`config.mk`:
```
export PLATFORM = sky130hd
export DESIGN_NAME = ac_actuator_driver_flat
export DESIGN_NICKNAME = d
export VERILOG_FILES = /design/src/rtl/ac_actuator_driver_if.sv /design/src/rtl/ac_actuator_driver.sv /design/src/flat_wrapper.sv
export SDC_FILE = /design/constraint.sdc
export NUM_CORES = 1
export LEC_CHECK = 0
export CAP_MARGIN = 5
export CORE_UTILIZATION = 55
export DETAILED_ROUTE_END_ITERATION = 10
export GPL_ROUTABILITY_DRIVEN = 0
export MAX_ROUTING_LAYER = met4
export PLACE_DENSITY = 0.81
export SKIP_CTS_REPAIR_TIMING = 1
export SYNTH_ARGS = -nofsm -noshare
export SYNTH_HDL_FRONTEND = slang
export SYNTH_SLANG_ARGS = --single-unit
```
`constraint.sdc`:
```
create_clock -name clk -period 2.6 [get_ports clk]
set_input_delay 0.65 -clock clk [delete_from_list [all_inputs] [get_ports clk]]
set_output_delay 0.65 -clock clk [all_outputs]
set_load 0.005 [all_outputs]
```
`src/rtl/ac_actuator_driver_if.sv`:
```
// ============================================================================
// Module : ac_actuator_driver_if
// Brief  : Request/status bundle between the AC controller and actuator driver.
// Rev    : 1.0  initial release
// ============================================================================
`default_nettype none

interface ac_actuator_driver_if;
    logic       ac_req;
    logic       fault;
    logic       fan_en;
    logic       comp_en;
    logic       ac_running;
    logic       busy;
    logic [2:0] state_o;

    modport master (
        output ac_req,
        output fault,
        input  fan_en,
        input  comp_en,
        input  ac_running,
        input  busy,
        input  state_o
    );

    modport slave (
        input  ac_req,
        input  fault,
        output fan_en,
        output comp_en,
        output ac_running,
        output busy,
        output state_o
    );
endinterface

`default_nettype wire

```
`src/rtl/ac_actuator_driver.sv`:
```
// ============================================================================
// Module : ac_actuator_driver
// Brief  : Sequences fan/compressor enables from a level AC request.
// Rev    : 1.0  initial release
// ============================================================================
`default_nettype none

module ac_actuator_driver #(
    parameter int CNT_W       = 8,
    parameter int PRE_CYC     = 4,
    parameter int MIN_ON_CYC  = 8,
    parameter int POST_CYC    = 4,
    parameter int MIN_OFF_CYC = 16
) (
    input  wire                  clk,
    input  wire                  reset,
    ac_actuator_driver_if.slave  bus
);

    localparam logic [2:0] c_IDLE = 3'd0;
    localparam logic [2:0] c_PRE  = 3'd1;
    localparam logic [2:0] c_RUN  = 3'd2;
    localparam logic [2:0] c_POST = 3'd3;
    localparam logic [2:0] c_LOCK = 3'd4;

    localparam logic [CNT_W-1:0] c_PRE_LD  = CNT_W'(PRE_CYC - 1);
    localparam logic [CNT_W-1:0] c_ON_LD   = CNT_W'(MIN_ON_CYC - 1);
    localparam logic [CNT_W-1:0] c_POST_LD = CNT_W'(POST_CYC - 1);
    localparam logic [CNT_W-1:0] c_OFF_LD  = CNT_W'(MIN_OFF_CYC - 1);

    logic [2:0]       state_q, state_d;
    logic [CNT_W-1:0] cnt_q, cnt_d;
    logic [CNT_W-1:0] cnt_dec_w;
    logic             cnt_zero_w;

    assign cnt_zero_w = (cnt_q == '0);
    // Saturating decrement: the timer rests at zero rather than wrapping.
    assign cnt_dec_w  = cnt_zero_w ? '0 : cnt_q - 1'b1;

    always_comb begin
        state_d = state_q;
        cnt_d   = cnt_dec_w;
        case (state_q)
            c_IDLE: begin
                if (bus.ac_req && !bus.fault) begin
                    state_d = c_PRE;
                    cnt_d   = c_PRE_LD;
                end
            end
            c_PRE: begin
                if (bus.fault || !bus.ac_req) begin
                    state_d = c_POST;
                    cnt_d   = c_POST_LD;
                end else if (cnt_zero_w) begin
                    state_d = c_RUN;
                    cnt_d   = c_ON_LD;
                end
            end
            c_RUN: begin
                // Fault overrides the minimum on-time; a dropped request does not.
                if (bus.fault || (cnt_zero_w && !bus.ac_req)) begin
                    state_d = c_POST;
                    cnt_d   = c_POST_LD;
                end
            end
            c_POST: begin
                if (cnt_zero_w) begin
                    state_d = c_LOCK;
                    cnt_d   = c_OFF_LD;
                end
            end
            c_LOCK: begin
                if (cnt_zero_w) begin
                    state_d = c_IDLE;
                end
            end
            default: begin
                state_d = c_IDLE;
                cnt_d   = '0;
            end
        endcase
    end

    always_ff @(posedge clk or posedge reset) begin
        if (reset) begin
            state_q <= c_IDLE;
            cnt_q   <= '0;
        end else begin
            state_q <= state_d;
            cnt_q   <= cnt_d;
        end
    end

    always_comb begin
        bus.fan_en     = (state_q == c_PRE) || (state_q == c_RUN) || (state_q == c_POST);
        bus.comp_en    = (state_q == c_RUN);
        bus.ac_running = (state_q == c_RUN);
        bus.busy       = (state_q == c_PRE) || (state_q == c_RUN) ||
                         (state_q == c_POST) || (state_q == c_LOCK);
        bus.state_o    = state_q;
    end

endmodule

`default_nettype wire

```
`src/flat_wrapper.sv`:
```
// flat-port wrapper written by rule: the top's interface ports become plain ports
module ac_actuator_driver_flat 
#(
    parameter int CNT_W       = 8,
    parameter int PRE_CYC     = 4,
    parameter int MIN_ON_CYC  = 8,
    parameter int POST_CYC    = 4,
    parameter int MIN_OFF_CYC = 16
)
  (clk, reset, bus_ac_req, bus_fault, bus_fan_en, bus_comp_en, bus_ac_running, bus_busy, bus_state_o);
  ac_actuator_driver_if bus_i ();
  input  wire clk;
  input  wire reset;
  input wire logic [$bits(bus_i.ac_req)-1:0] bus_ac_req;
  input wire logic [$bits(bus_i.fault)-1:0] bus_fault;
  output wire logic [$bits(bus_i.fan_en)-1:0] bus_fan_en;
  output wire logic [$bits(bus_i.comp_en)-1:0] bus_comp_en;
  output wire logic [$bits(bus_i.ac_running)-1:0] bus_ac_running;
  output wire logic [$bits(bus_i.busy)-1:0] bus_busy;
  output wire logic [$bits(bus_i.state_o)-1:0] bus_state_o;
  assign bus_i.ac_req = bus_ac_req;
  assign bus_i.fault = bus_fault;
  assign bus_fan_en = bus_i.fan_en;
  assign bus_comp_en = bus_i.comp_en;
  assign bus_ac_running = bus_i.ac_running;
  assign bus_busy = bus_i.busy;
  assign bus_state_o = bus_i.state_o;
  ac_actuator_driver #(.CNT_W(CNT_W), .PRE_CYC(PRE_CYC), .MIN_ON_CYC(MIN_ON_CYC), .POST_CYC(POST_CYC), .MIN_OFF_CYC(MIN_OFF_CYC)) u_core (.clk(clk), .reset(reset), .bus(bus_i));
endmodule
```
Yosys cells after proc, flatten, opt, wreduce, memory -nomap -nowiden
Index checks and enable logic that the tools add are counted.
{ "word_totals": {"in_bits": 4, "out_inout_bits": 7, "regBits": 11, "elab_cells": 38} }
{ "classes": {"reduce_logical": 12, "mux": 14, "n_eq_ne": 9, "n_addsub": 1} }
{ "op_table": {"columns": ["operator", "count"], "rows": [
  ["2-to-1 mux 8 bit", 6],
  ["one-hot mux 8 bit (5 select lines)", 1],
  ["2-to-1 mux 3 bit", 6],
  ["one-hot mux 3 bit (5 select lines)", 1],
  ["logical NOT 8 bit", 1],
  ["inequality test 2 x 1 -> 1 bit (second input constant)", 4],
  ["subtractor 8 x 1 -> 8 bit (second input constant)", 1],
  ["equality test 3 x 2 -> 1 bit (second input constant)", 2],
  ["logical OR 1 bit", 5],
  ["AND reduction 5 bit", 1],
  ["equality test 3 x 1 -> 1 bit (second input constant)", 1],
  ["equality test 3 bit (second input constant)", 1],
  ["logical NOT 3 bit", 1],
  ["inequality test 3 x 1 -> 1 bit (second input constant)", 1],
  ["logical AND 1 bit", 2],
  ["logical NOT 1 bit", 2]
]} }

Depth between registers and ports, before layout
{ "depth": {"ltp_word": 5, "ltp_mapped": 6, "depth_no_buf": 6} }

Worst setup path after synthesis
Ideal clock, no wire load.
{ "synth_timing": {"kind": "register to output", "start": "reg u_core.state_q[2] (netlist: u_core.bus.state_o[2])", "end": "out bus_comp_en", "path_buffers": 2, "arrival_ps": 1076, "stages_incl_launch_ff": 4, "t_required_ps": 1950, "slack_ps": 874, "path_cell_list": "dfrtp_1 clkbuf_1 nor3_1 buf_4"} }
{ "synth_between": {"elab_chain_cells": 1} }
{ "synth_rtl": {"columns": ["item", "line", "text"], "rows": [
  ["from (decl)", "ac_actuator_driver.sv:31", "logic [2:0] state_q, state_d;"],
  ["from (signal assigned)", "ac_actuator_driver.sv:86", "state_q <= c_IDLE;"],
  ["from (signal assigned)", "ac_actuator_driver.sv:89", "state_q <= state_d;"],
  ["equality test 3 x 2 -> 1 bit", null, null],
  ["to (decl)", "flat_wrapper.sv:17", "output wire logic [$bits(bus_i.comp_en)-1:0] bus_comp_en;"]
]} }
No other way between the ends.

Worst setup path in the final report
{ "layout_timing": {"start": "reg u_core.state_q[1] (netlist: u_core.bus.state_o[1])", "end": "out bus_busy"} }
{ "layout_between": {"elab_chain_cells": 4, "word_cells_on_any_way": 7, "classes_between": "4 x eq/ne; 3 x reduce/logical"} }
{ "layout_rtl": {"columns": ["item", "line", "text"], "rows": [
  ["equality test 3 x 1 -> 1 bit / equality test 3 x 2 -> 1 bit (equally long branches)", "ac_actuator_driver.sv:98", "bus.busy = (state_q == c_PRE) || (state_q == c_RUN) ||"],
  ["logical OR 1 bit (2 in series)", "ac_actuator_driver.sv:98", null],
  ["logical OR 1 bit (*)", "ac_actuator_driver.sv:99", "(state_q == c_POST) || (state_q == c_LOCK);"],
  ["to (decl)", "flat_wrapper.sv:19", "output wire logic [$bits(bus_i.busy)-1:0] bus_busy;"]
]} }
Mark *: on every way between the ends. The rest lies on a longest branch, timed or not.

==> out/metrics.cfg <==
[outcome]
status = complete, no violations

[logic_synthesis]
synth_adder_area_share_pct = 3.361
yosysMostFrequentCell = nor2_1
yosys_warnings = 0
yosys.area_share.simple_pct = 26.72
yosysTopAreaCell = dfrtp_1
synth-compound-area-share_pct = 19.50
syn_area_per_cell_sq_um = 8.657
yosysSeqAreaShare_pct = 36.97
yosysUniqueCellTypes = 31
synth_seq_cells = 11
synth_edf_count = 0
synthXorXnorAreaFrac_pct = 8.235
syn_inst = 86
yosys_most_used_dff = dfrtp_1
syn-num-nets = 92
synth.area.mux_share_pct = 0
netlist.area_leader.share_pct = 36.97
ys_top_cells_by_count = 12 x nor2_1, 11 x dfrtp_1
async_flop_share_pct = 100.0
synth.area.top_cells = dfrtp_1 37%, nor2_1 6.1%, xor2_1 4.7%
synth_area_sq_um = 744.5
synth_top_family_by_area = simple AND/OR/NAND/NOR gates

[route]
drtPass1Iterations = 4
ant_nets = 0
viasPerCell = 6.162
wl_per_cell_microns = 16.30
drt_iter0_markers = 18
drc = 0
drt_wl_total_mm = 1.809
vias = 684

[timing]
fin_crit_ns = 2.494
tightestPinTransition_ns = 0.5250
fin_crit_sh_pct = 95.93
fin_setup_tns_ns = 0
slew_viol_final = 0
skew_ns = 0.006593
hold_violations = 0
rsz0062_at_grt = no
timing.max_slew.rel_slack_pct = 65.00
fmax_mhz = 400.9
setup_viol = 0

[floorplan]
core_area_sq_um = 1186
die_x_microns = 38.79
row_count = 12
die_h_microns = 38.79
dieArea_sq_um = 1505
ios = 11
initial_utilization_pct = 62.76

[cells_and_area]
fill_cells = 95
antenna_cells = 0
drive_gt1_share_pct = 7.216
utilization_pct = 73.84
seq_area_sq_um = 275.3
syn2layout_area_growth_pct = 17.65
multi_input_area_sq_um = 430.4
nNetsFinal = 104

[placed_design]
io_buffers = 10
hpwl_mm = 1.290

[global_route]
grt_usage_pct = 29.63
grt_max_degree = 17
grt_overflow = 0
grt_pass1_wl_mm = 2.780
grt_pass1_vias = 602
antenna_found_initial = 0

[clocking]
clockRootBuffer = clkbuf_4
clk_pin_slew_ns = 0.08
cts_num_sinks = 11
numCtsBuffers = 3
insertion_delay_ns = 0.27
cts_max_level = 1
cts_buffer_depth = 2
cts_tree = done

[critical_path]
cp-start-kind = register
critical_path_required_ns = 1.95
cp_data_arrival_time_ns = 1.84
reg2reg_slack_ns = 0.67
path_class = register to primary output
path_max_fanout = 8
r2r-start = u_core.cnt_q[2]
r2r_end = u_core.cnt_q[0]
worstRegToRegCells = 4
startpoint = u_core.bus.state_o[1]
crit_path_end_kind = primary output
crit_path_end = bus_busy

[power_and_ir_drop]
finalPower_uw = 1082
ir_worst_vdd_mv = 0.5908
leakagePower_uw = 0.0003716
powerDensity_nw_per_um2 = 1235

[hold_path]
hp-class = register to register
hold_start = u_core.cnt_q[7]

[job]
timing.max_cap.violations = 0

-- through the flow --
stage                     instance area (sq um)  hold WS, ns  cells  worst slack [ns]
after CTS                                 875.8       0.5944    111            0.1143
after floorplan                           744.5       0.5024     86            0.8743
after detailed placement                  849.6       0.5763    107            0.3306
final                                     875.8       0.6046    111            0.1058
after global placement                    849.6       0.5517    107            0.3948
after global routing                      875.8       0.6445    111          0.004636
-- where the power goes --
group | internal [uW] | switching, uW | leakage, uW
Combinational | 311 | 320 | 0.000220
Clock | 59.4 | 60.8 | 0.0000150
Sequential | 238 | 91.7 | 0.000136
Total | 609 | 473 | 0.000372
-- critical path, stage by stage, from the launching register on --
cell and delay, ns:
dfrtp_1 0.47, nor2_1 0.43, xnor2_1 0.17, clkdlybuf4s50_1 0.51
-- layout make-up --
class	count	share of cell area, %
Multi-Input combinational cell	66	49.14
Sequential cell	11	31.43
Timing Repair Buffer	11	12.29
Inverter	5	2.143
Tap cell	14	2.000
Clock buffer	4	3.000
-- per-layer routing --
metal  routed length [microns]  track usage (%)  up-vias  share of wire, %
met3                        94            6.936        0               5.2
met2                       901            45.83       33                50
met4                         0            10.34        0                 0
met1                       813            38.01      322                45
li1                          -                -      329                 -
met5                         0                -        -                 0
-- worst min path at each step --
stage	to	slack, ns	cells after the start
4_1_cts	u_core.cnt_q[7]	0.59	2
3_5_place_dp	u_core.cnt_q[7]	0.58	2
3_3_place_gp	u_core.cnt_q[7]	0.55	2
2_1_floorplan	u_core.bus.state_o[0]	0.50	1
5_1_grt	u_core.cnt_q[6]	0.64	2
6_report	u_core.cnt_q[7]	0.60	2
-- cell families after synthesis --
family	after synthesis
and+or+nand+nor	36
buffers and inverters	9
xor gates and xnor gates	7
DFF	11
adders and majority gates	2
AOI/OAI and AO/OA	21
-- cells in the final DEF (no fill, tap or decap) --
cell type	n
nor3_1	5
and3_1	2
a21boi_0	2
ha_1	2
o21ai_0	2
a211oi_1	3
o221ai_1	1
a31o_1	1
a21oi_1	5
nor2b_1	2
nor4b_1	2
nor2_1	12
o21a_1	1
nand2b_1	2
or3_1	1
buf_4	1
nand3_1	1
clkbuf_4	3
a221o_1	2
a31oi_1	3
nor4_4	1
dfrtp_1	11
nand3_2	1
inv_1	5
a31o_2	1
xnor2_1	3
clkdlybuf4s50_1	10
nor4_1	1
xor2_1	4
nand2_1	5
clkbuf_1	1
and2_1	1
-- flip-flops by register name (all words and copies together), names as in the netlist --
signal and flops:
u_core.cnt_q 8, u_core.bus.state_o 3
(Power assumes the default switching activity.)
